--- config.mk ---
export PLATFORM = sky130hd
export DESIGN_NAME = dtree_seq_ctrl
export DESIGN_NICKNAME = d
export VERILOG_FILES = /design/src/rtl/dtree_pkg.sv /design/src/rtl/dtree_node_mem.sv /design/src/rtl/dtree_seq_ctrl.sv
export SDC_FILE = /design/constraint.sdc
export NUM_CORES = 2
export LEC_CHECK = 0
export ABC_CLOCK_PERIOD_IN_PS = 5680
export CAP_MARGIN = 10
export CORE_MARGIN = 4
export CORE_UTILIZATION = 65
export CTS_BUF_LIST = sky130_fd_sc_hd__clkbuf_8
export DETAILED_ROUTE_END_ITERATION = 16
export PLACE_DENSITY = 0.82
export SKIP_CTS_REPAIR_TIMING = 1
export SLEW_MARGIN = 30
export SYNTH_ARGS = -nofsm -noshare
export SYNTH_HDL_FRONTEND = slang
export SYNTH_SLANG_ARGS = --single-unit
--- constraint.sdc ---
create_clock -name clk -period 5.68 [get_ports clk]
set_input_delay 1.136 -clock clk [delete_from_list [all_inputs] [get_ports clk]]
set_output_delay 1.136 -clock clk [all_outputs]
set_load 0.01 [all_outputs]
--- src/rtl/dtree_pkg.sv ---
// Shared definitions for the decision-tree walker: node-word layout, FSM states, node type.
package dtree_pkg;

  localparam int NODE_W    = 29;
  localparam int CLASS_W   = 5;
  localparam int LEAF_BIT  = 28;
  localparam int FIDX_LSB  = 25;
  localparam int THR_LSB   = 17;
  localparam int LEFT_LSB  = 11;
  localparam int RIGHT_LSB = 5;
  localparam int CLASS_LSB = 0;

  typedef enum logic [1:0] {
    ST_IDLE = 2'd0,
    ST_WALK = 2'd1,
    ST_DONE = 2'd2
  } state_e;

  typedef struct packed {
    logic               leaf;
    logic [2:0]         fidx;
    logic [7:0]         thr;
    logic [5:0]         left;
    logic [5:0]         right;
    logic [CLASS_W-1:0] cls;
  } node_t;

  function automatic node_t decode_node(input logic [NODE_W-1:0] w);
    node_t d;
    d.leaf  = w[LEAF_BIT];
    d.fidx  = w[FIDX_LSB +: 3];
    d.thr   = w[THR_LSB +: 8];
    d.left  = w[LEFT_LSB +: 6];
    d.right = w[RIGHT_LSB +: 6];
    d.cls   = w[CLASS_LSB +: CLASS_W];
    return d;
  endfunction

endpackage

--- src/rtl/dtree_node_mem.sv ---
// Node table: one synchronous write port, one combinational read port, cleared on reset.
module dtree_node_mem
  import dtree_pkg::*;
#(
  parameter int NNODES = 64
) (
  input  logic              clk,
  input  logic              rst,
  input  logic              i_we,
  input  logic [5:0]        i_waddr,
  input  logic [NODE_W-1:0] i_wdata,
  input  logic [5:0]        i_raddr,
  output logic [NODE_W-1:0] o_rdata
);

  logic [NODE_W-1:0] r_mem [NNODES];
  logic              w_rd_ok;

  always_ff @(posedge clk) begin
    if (rst) begin
      r_mem <= '{default: '0};
    end else if (i_we) begin
      r_mem[i_waddr] <= i_wdata;
    end
  end

  // Child pointers beyond the table read as an all-zero node.
  assign w_rd_ok = ({26'd0, i_raddr} < 32'(NNODES));
  assign o_rdata = w_rd_ok ? r_mem[i_raddr] : '0;

endmodule

--- src/rtl/dtree_seq_ctrl.sv ---
// Sequential decision-tree walker: one node per cycle from a configurable node table.
// Optional DTREE_PERF_EN adds out_depth and a saturating perf_cnt of completed results.
module dtree_seq_ctrl
  import dtree_pkg::*;
#(
  parameter int NFEAT     = 7,
  parameter int NNODES    = 64,
  parameter int MAX_DEPTH = 16
) (
  input  logic               clk,
  input  logic               rst,
  input  logic               in_valid,
  output logic               in_ready,
  input  logic [8*NFEAT-1:0] in_feat,
  output logic               out_valid,
  input  logic               out_ready,
  output logic [4:0]         out_class,
  output logic               out_err,
  input  logic               cfg_we,
  input  logic [5:0]         cfg_addr,
  input  logic [28:0]        cfg_data,
  output logic               cfg_err
`ifdef DTREE_PERF_EN
  ,
  output logic [4:0]         out_depth,
  output logic [15:0]        perf_cnt
`endif
);

  // Handshakes: a transfer happens on a rising edge where valid && ready are both high;
  // out_valid/out_class/out_err hold steady until that transfer completes.

  localparam logic [4:0] LAST_DEPTH = 5'(MAX_DEPTH - 1);

  state_e               r_state;
  logic [8*NFEAT-1:0]   r_feat;
  logic [5:0]           r_ptr;
  logic [4:0]           r_depth;
  logic [CLASS_W-1:0]   r_out_class;
  logic                 r_out_err;
  logic                 r_cfg_err;

  logic [NODE_W-1:0]    w_node_word;
  node_t                w_node;
  logic [7:0]           w_fval;
  logic                 w_addr_ok;
  logic                 w_cfg_wr;
  logic                 w_accept;

  assign w_addr_ok = ({26'd0, cfg_addr} < 32'(NNODES));
  assign w_cfg_wr  = cfg_we && (r_state == ST_IDLE) && w_addr_ok;
  assign in_ready  = (r_state == ST_IDLE) && !cfg_we;
  assign w_accept  = in_valid && in_ready;
  assign out_valid = (r_state == ST_DONE);
  assign out_class = r_out_class;
  assign out_err   = r_out_err;
  assign cfg_err   = r_cfg_err;

  dtree_node_mem #(.NNODES(NNODES)) u_mem (
    .clk     (clk),
    .rst     (rst),
    .i_we    (w_cfg_wr),
    .i_waddr (cfg_addr),
    .i_wdata (cfg_data),
    .i_raddr (r_ptr),
    .o_rdata (w_node_word)
  );

  assign w_node = decode_node(w_node_word);

  // Indices past the last feature fall through the loop and read as zero.
  always_comb begin
    w_fval = 8'd0;
    for (int i = 0; i < NFEAT; i++) begin
      if ({29'd0, w_node.fidx} == 32'(i)) w_fval = r_feat[8*i +: 8];
    end
  end

  always_ff @(posedge clk) begin
    if (rst) begin
      r_state     <= ST_IDLE;
      r_feat      <= '0;
      r_ptr       <= '0;
      r_depth     <= '0;
      r_out_class <= '0;
      r_out_err   <= 1'b0;
      r_cfg_err   <= 1'b0;
    end else begin
      r_cfg_err <= cfg_we && !w_cfg_wr;
      case (r_state)
        ST_IDLE: begin
          if (w_accept) begin
            r_feat  <= in_feat;
            r_ptr   <= '0;
            r_depth <= '0;
            r_state <= ST_WALK;
          end
        end
        ST_WALK: begin
          if (w_node.leaf) begin
            r_out_class <= w_node.cls;
            r_out_err   <= 1'b0;
            r_state     <= ST_DONE;
          end else if (r_depth == LAST_DEPTH) begin
            r_out_class <= '0;
            r_out_err   <= 1'b1;
            r_state     <= ST_DONE;
          end else begin
            r_ptr   <= (w_fval <= w_node.thr) ? w_node.left : w_node.right;
            r_depth <= r_depth + 5'd1;
          end
        end
        ST_DONE: begin
          if (out_ready) r_state <= ST_IDLE;
        end
        default: r_state <= ST_IDLE;
      endcase
    end
  end

`ifdef DTREE_PERF_EN
  logic [4:0]  r_out_depth;
  logic [15:0] r_perf_cnt;

  // Leaf and depth-limit exits both finish at the current depth, so one capture covers both.
  always_ff @(posedge clk) begin
    if (rst) begin
      r_out_depth <= '0;
      r_perf_cnt  <= '0;
    end else begin
      if (r_state == ST_WALK && (w_node.leaf || r_depth == LAST_DEPTH)) r_out_depth <= r_depth;
      if (out_valid && out_ready && r_perf_cnt != 16'hFFFF) r_perf_cnt <= r_perf_cnt + 16'd1;
    end
  end

  assign out_depth = r_out_depth;
  assign perf_cnt  = r_perf_cnt;
`endif

endmodule

Word-level counts from Yosys, hierarchy flattened:

Cells that the tools add are included.

* add/subtract/negate cells: 1
* equal/unequal tests: 14
* reduce and logical (&&, ||, !) cells: 15
* muxes and demuxes: 31
* order comparisons: 4
* bitwise logic cells: 2

Operator list (number)
* $bwmux W1856: 1
* $bmux W29 S6: 1
* $demux W29 S6: 1
* $mux W29: 3
* $mux W8: 7
* $mux W5: 5
* $mux W6: 4
* $ge A7 B7 Y1 const B: 2
* $not A6 Y7: 2
* $pmux W6 S2: 1
* $pmux W5 S2: 1
* $eq A3 B3 Y1 const B: 3
* $le A8 B8 Y1: 1
* $mux W2: 4
* $lt A7 B1 Y1 const B: 1
* $eq A3 B2 Y1 const B: 2
* $ne A2 B2 Y1 const B: 3
* $pmux W2 S3: 1
* $add A5 B1 Y5 const B: 1
* $eq A5 B4 Y1 const B: 1
* $logic_and A1 B1 Y1: 5
* $reduce_and A2 Y1: 2
* $reduce_and A4 Y1: 1
* $reduce_bool A2 Y1: 2
* 10 further kinds: 12

* input port bits: 96
* bits in registers: 1932
* logic and storage cells: 138

Depth between registers and ports, before layout:

* depth after elaboration: 17
* gate-level depth with buffers: 23
* gate-level depth less buffers: 15

By module:

From an unflattened synthesis, not the netlist that was laid out.

* cell total of the unflattened synthesis: 10099
* area, all modules: 83432.5 um2

By module, submodules not included
* dtree_node_mem: area an instance 79881.6 um2, instances 1, cells an instance 9652, sequential area each 37155.6 um2
* dtree_seq_ctrl: area an instance 3550.9 um2, instances 1, cells an instance 447, sequential area each 1521.5 um2

Worst setup path after synthesis:

OpenSTA, ideal clock, no wires.

* path kind: reg2reg
* start: register r_ptr[1]
* end: register r_ptr[4]
* slack: 0.864 ns
* period minus slack after synthesis: 4.816 ns
* library setup time: 0.101 ns
* arrival: 4.715 ns
* data required time: 5.579 ns
* stages on the path, launching flop included: 21
* cells stage by stage: dfxtp_1 -> buf_2 -> buf_6 -> buf_4 -> buf_4 -> buf_2 -> buf_2 -> buf_1 -> mux4_2 -> mux4_2 -> mux4_2 -> inv_1 -> ha_1 -> nand3_1 -> nor2_1 -> a32o_1 -> a21oi_1 -> or2_2 -> buf_1 -> o311ai_0 -> o41ai_1

* cells in the longest elaborated chain, start to end: 17
* elaborated cells on any way between the ends: 25

Ends and longest elaborated chain
* start, declared: RTL line dtree_seq_ctrl.sv:37 `logic [5:0] r_ptr;`
* start signal, assigned: RTL line dtree_seq_ctrl.sv:109 `r_ptr <= (w_fval <= w_node.thr) ? w_node.left : w_node.right;`
* $not A6 Y7 (not written as such) (*): RTL line dtree_node_mem.sv:29 `assign o_rdata = w_rd_ok ? r_mem[i_raddr] : '0;`
* $bmux W29 S6 (*): RTL line dtree_node_mem.sv:29
* $mux W29 (not written as such) (*) (2 in series): RTL line dtree_node_mem.sv:29
* $logic_not A3 Y1: RTL line dtree_seq_ctrl.sv:75 `if ({29'd0, w_node.fidx} == 32'(i)) w_fval = r_feat[8*i +: 8];`
* $mux W8 (7 in series): RTL line dtree_seq_ctrl.sv:75
* $le A8 B8 Y1: RTL line dtree_seq_ctrl.sv:109
* $mux W6: RTL line dtree_seq_ctrl.sv:109
* $mux W6: RTL line dtree_seq_ctrl.sv:104 `end else if (r_depth == LAST_DEPTH) begin`
* $mux W6: RTL line dtree_seq_ctrl.sv:100 `if (w_node.leaf) begin`
* $pmux W6 S2: RTL line dtree_seq_ctrl.sv:90 `case (r_state)`

Every way passes the cells marked *; elsewhere a longest branch is shown, timed or not. The select of a mux whose other input is x is not followed.
A chain may end at the register's enable or synchronous reset.

Final worst setup path:

* start: register r_ptr[0]
* end: register r_ptr[4]

Same word-level chain as after synthesis.

==> run_results.csv <==
group,metric,value,unit
worst_setup_path,slowest_stage,"dfxtp_4",
worst_setup_path,worst_setup_path_start_kind,"register",
worst_setup_path,cp-end-kind,"register",
global_routing,grt_pass1_wl,437.0,mm
route,ant_nets,0,
sta,timing_worst_slew_pin_value,1.138,ns
cts,clk_pin_slew,0.07,ns
logic_synthesis,postSynthCellCount,9729,
logic_synthesis,synth_seq_cells,1932,
worst_setup_path,path_delay_family,"compound AO/OA/AOI/OAI gates",
die,dieArea,132600,sq um
sta,fin_ws,0.2145,ns
route,drt-initial-drc-count,12390,
route,firstDrtPassIters,9,
cts,insertion_delay,1.02,ns
route,viasPerCell,6.687,
finish,final_area,90440,sq um
worst_setup_path,cp_cell_sequence,"buf_16, mux4_2, mux2i_1, o32a_1, nand4_1, buf_4, nand3_1, a211oi_1, a2111o_1, ha_1, nand3_1, a21oi_1, a211oi_1, a21oi_2, or2_2, o311ai_0, o41ai_1",
die,rows,130,
sta,fin_tns_setup,0,ns
logic_synthesis,synthesis.nets,9835,
logic_synthesis,synth-main-ff-cell,"dfxtp_1",
sta,setup_viol_count_final,0,
sta,rsz0062_at_grt,"false",
cts,cts.path.max_buffers,4,
logic_synthesis,yosys_warnings,0,
worst_setup_path,critPathMaxStageDelay,0.68,ns
die,die_h,364.2,um
min_path,hold_path.class,"register to register",
sta,clock_skew,0.07693,ns
placement,placed_cells,10720,
placement,place_area,84050,sq um
sta,max_slew_margin,0.2413,
worst_setup_path,required,6.55,ns
global_routing,grt.total_usage,0.4362,
worst_setup_path,arrival,6.34,ns
placement,place_congestion,0.9536,
cts,h-tree-depth,5,
finish,nets,9508,
logic_synthesis,synth-edff-count,0,
die,core_area,125900,sq um
global_routing,antenna_found_initial,23,
flow_run,drv_cap,0,
finish,final_core_util,0.7184,
sta,final_max_slew_viol_count,0,
sta,hold_viol,0,
cts,tritoncts,"built",
logic_synthesis,ys_seq_area_frac,0.4690,
finish,area_growth,9.674,%
worst_setup_path,cp_max_fo,49,
logic_synthesis,syn_area_per_cell,8.476,sq um
sta,fin_crit,5.466,ns
placement,place_ws,0.1940,ns
global_routing,grt_max_degree,237,
route,wl_per_cell,26.41,um
route,via_count,75340,
sta,fin_crit_sh,0.9622,
pwr,power,26.63,mW
sta,hold-worst-slack,0.4497,ns
pwr,p_per_area,294.5,nW/um^2
logic_synthesis,async_flop_share,0,
die,die_w,364.2,um
sta,max_freq,183.0,MHz
global_routing,grt_pass1_vias,72140,
pwr,ir_drop,0.2568,mV
worst_setup_path,worstSetupPathType,"register to register",
placement,portBuffers,104,
route,drc,0,
pwr,leakage,28.65,nW
cts,cts_sinks,1932,
die,initial_utilization,0.6550,
global_routing,gr-total-overflow,0,
logic_synthesis,netlist_area,82460,sq um
die,io_pins,105,
worst_setup_path,cp_num_buf_inv,2,
cts,cts-buffers-inserted,318,
route,wirelength,297.6,mm
finish,drive_gt1_frac,0.1436,
logic_synthesis,synth.distinct_cells,63,
finish,final_cells,11270,
placement,dpl.hpwl,179.3,mm
cts,cts-root-buf,"clkbuf_8",
outcome,outcome,"finished clean",
[cells in the final DEF (no fill, tap or decap), types with 33 or more instances in the layout]
| master | Yosys | routed |
|---|---|---|
| a211oi_1 | 47 | 45 |
| a21oi_1 | 1925 | 1924 |
| buf_4 | 11 | 200 |
| clkbuf_8 | 0 | 382 |
| clkdlybuf4s50_1 | 0 | 74 |
| dfxtp_1 | 1932 | 1927 |
| inv_1 | 15 | 118 |
| mux4_2 | 565 | 565 |
| nand2_1 | 3907 | 3881 |
| nand3_1 | 33 | 33 |
| nor2_4 | 0 | 44 |
[cells by family after synthesis]
group / after synthesis / share of synthesized area
adder cells (fa/ha/maj): 10 / 0.001517
flip-flops: 1932 / 0.4690
multiplexers: 605 / 0.1606
AO/OA/AOI/OAI: 2054 / 0.1288
AND/OR/NAND/NOR: 4117 / 0.1908
buffers and inverters: 1011 / 0.04919
[layer usage]
| metal | track usage | vias to the layer above | share of wire |
|---|---|---|---|
| met5 | 0 | - | 0.00019 |
| met4 | 0.3282 | 8 | 0.087 |
| met3 | 0.1463 | 1565 | 0.15 |
| met2 | 0.6475 | 6114 | 0.43 |
| met1 | 0.5280 | 35720 | 0.33 |
| li1 | - | 31930 | - |
[registers in the layout, indices dropped and copies added, names as in the netlist]
register,flops
out_class,5
cfg_err,1
r_feat,56
out_err,1
r_ptr,6
r_state,2
u_mem.r_mem,1856
r_depth,5
[path summary, 6_finish.rpt]
path | startpoint | endpoint | slack (ns) | depth (start not counted)
worst max-delay path | r_ptr[0]$_SDFFE_PP0P_ | r_ptr[4]$_SDFFE_PP0P_ | 0.21 | 17
worst min-delay path | u_mem.r_mem[722]$_SDFFE_PP0P_ | u_mem.r_mem[722]$_SDFFE_PP0P_ | 0.45 | 2
worst max register to register | r_ptr[0]$_SDFFE_PP0P_ | r_ptr[4]$_SDFFE_PP0P_ | 0.21 | 17
worst min register to register | u_mem.r_mem[722]$_SDFFE_PP0P_ | u_mem.r_mem[722]$_SDFFE_PP0P_ | 0.45 | 2
[synthesized netlist by cell type (all sizes together) (2+ instances only)]
master / instances / area (sq um)
a2111o: 7 / 78.83
a211oi: 48 / 365.3
a21o: 2 / 15.01
a21oi: 1925 / 9634
a22o: 8 / 70.07
a22oi: 4 / 35.03
a32o: 6 / 60.06
and2: 13 / 81.33
and3: 9 / 56.30
buf: 165 / 879.6
clkbuf: 830 / 3117
dfxtp: 1932 / 38680
ha: 10 / 125.1
inv: 15 / 56.30
mux2: 6 / 67.56
mux2i: 27 / 270.3
mux4: 572 / 12910
nand2: 3907 / 14670
nand2b: 8 / 50.05
nand3: 33 / 165.2
nand3b: 10 / 75.07
nand4: 3 / 18.77
nor2: 90 / 337.8
nor2b: 10 / 62.56
nor3: 10 / 55.05
nor3b: 3 / 22.52
o211ai: 2 / 15.01
o21ai: 25 / 125.1
o22ai: 2 / 12.51
o311ai: 3 / 26.28
o31ai: 4 / 30.03
o41ai: 6 / 52.55
or2: 9 / 56.30
or3: 5 / 31.28
or3b: 2 / 17.52
or4: 2 / 15.01
[power breakdown]
group	switching (mW)	total, mW	internal [mW]
clock network	5.52	11.7	6.17
registers	0.0584	13.7	13.6
logic	0.948	1.26	0.314
total	6.53	26.6	20.1
[cell type report]
class | count | area [sq um]
Timing Repair Buffer | 348 | 3466
Multi-Input combinational cell | 6786 | 40200
Antenna cell | 15 | 37.54
Clock buffer | 382 | 5258
Sequential cell | 1932 | 38690
Clock inverter | 137 | 660.6
Inverter | 16 | 62.56
Tap cell | 1650 | 2064
Fill cell | 9027 | 35460
[worst register-to-register path, delay by kind of cell, from the launching register on]
family / cells / cell delay, ns
compound gates: 8 / 1.90
mux: 2 / 0.88
simple gates: 4 / 0.84
buf+inv: 2 / 0.70
flops: 1 / 0.68
fa+ha+maj: 1 / 0.32
(Power assumes the default switching activity.)
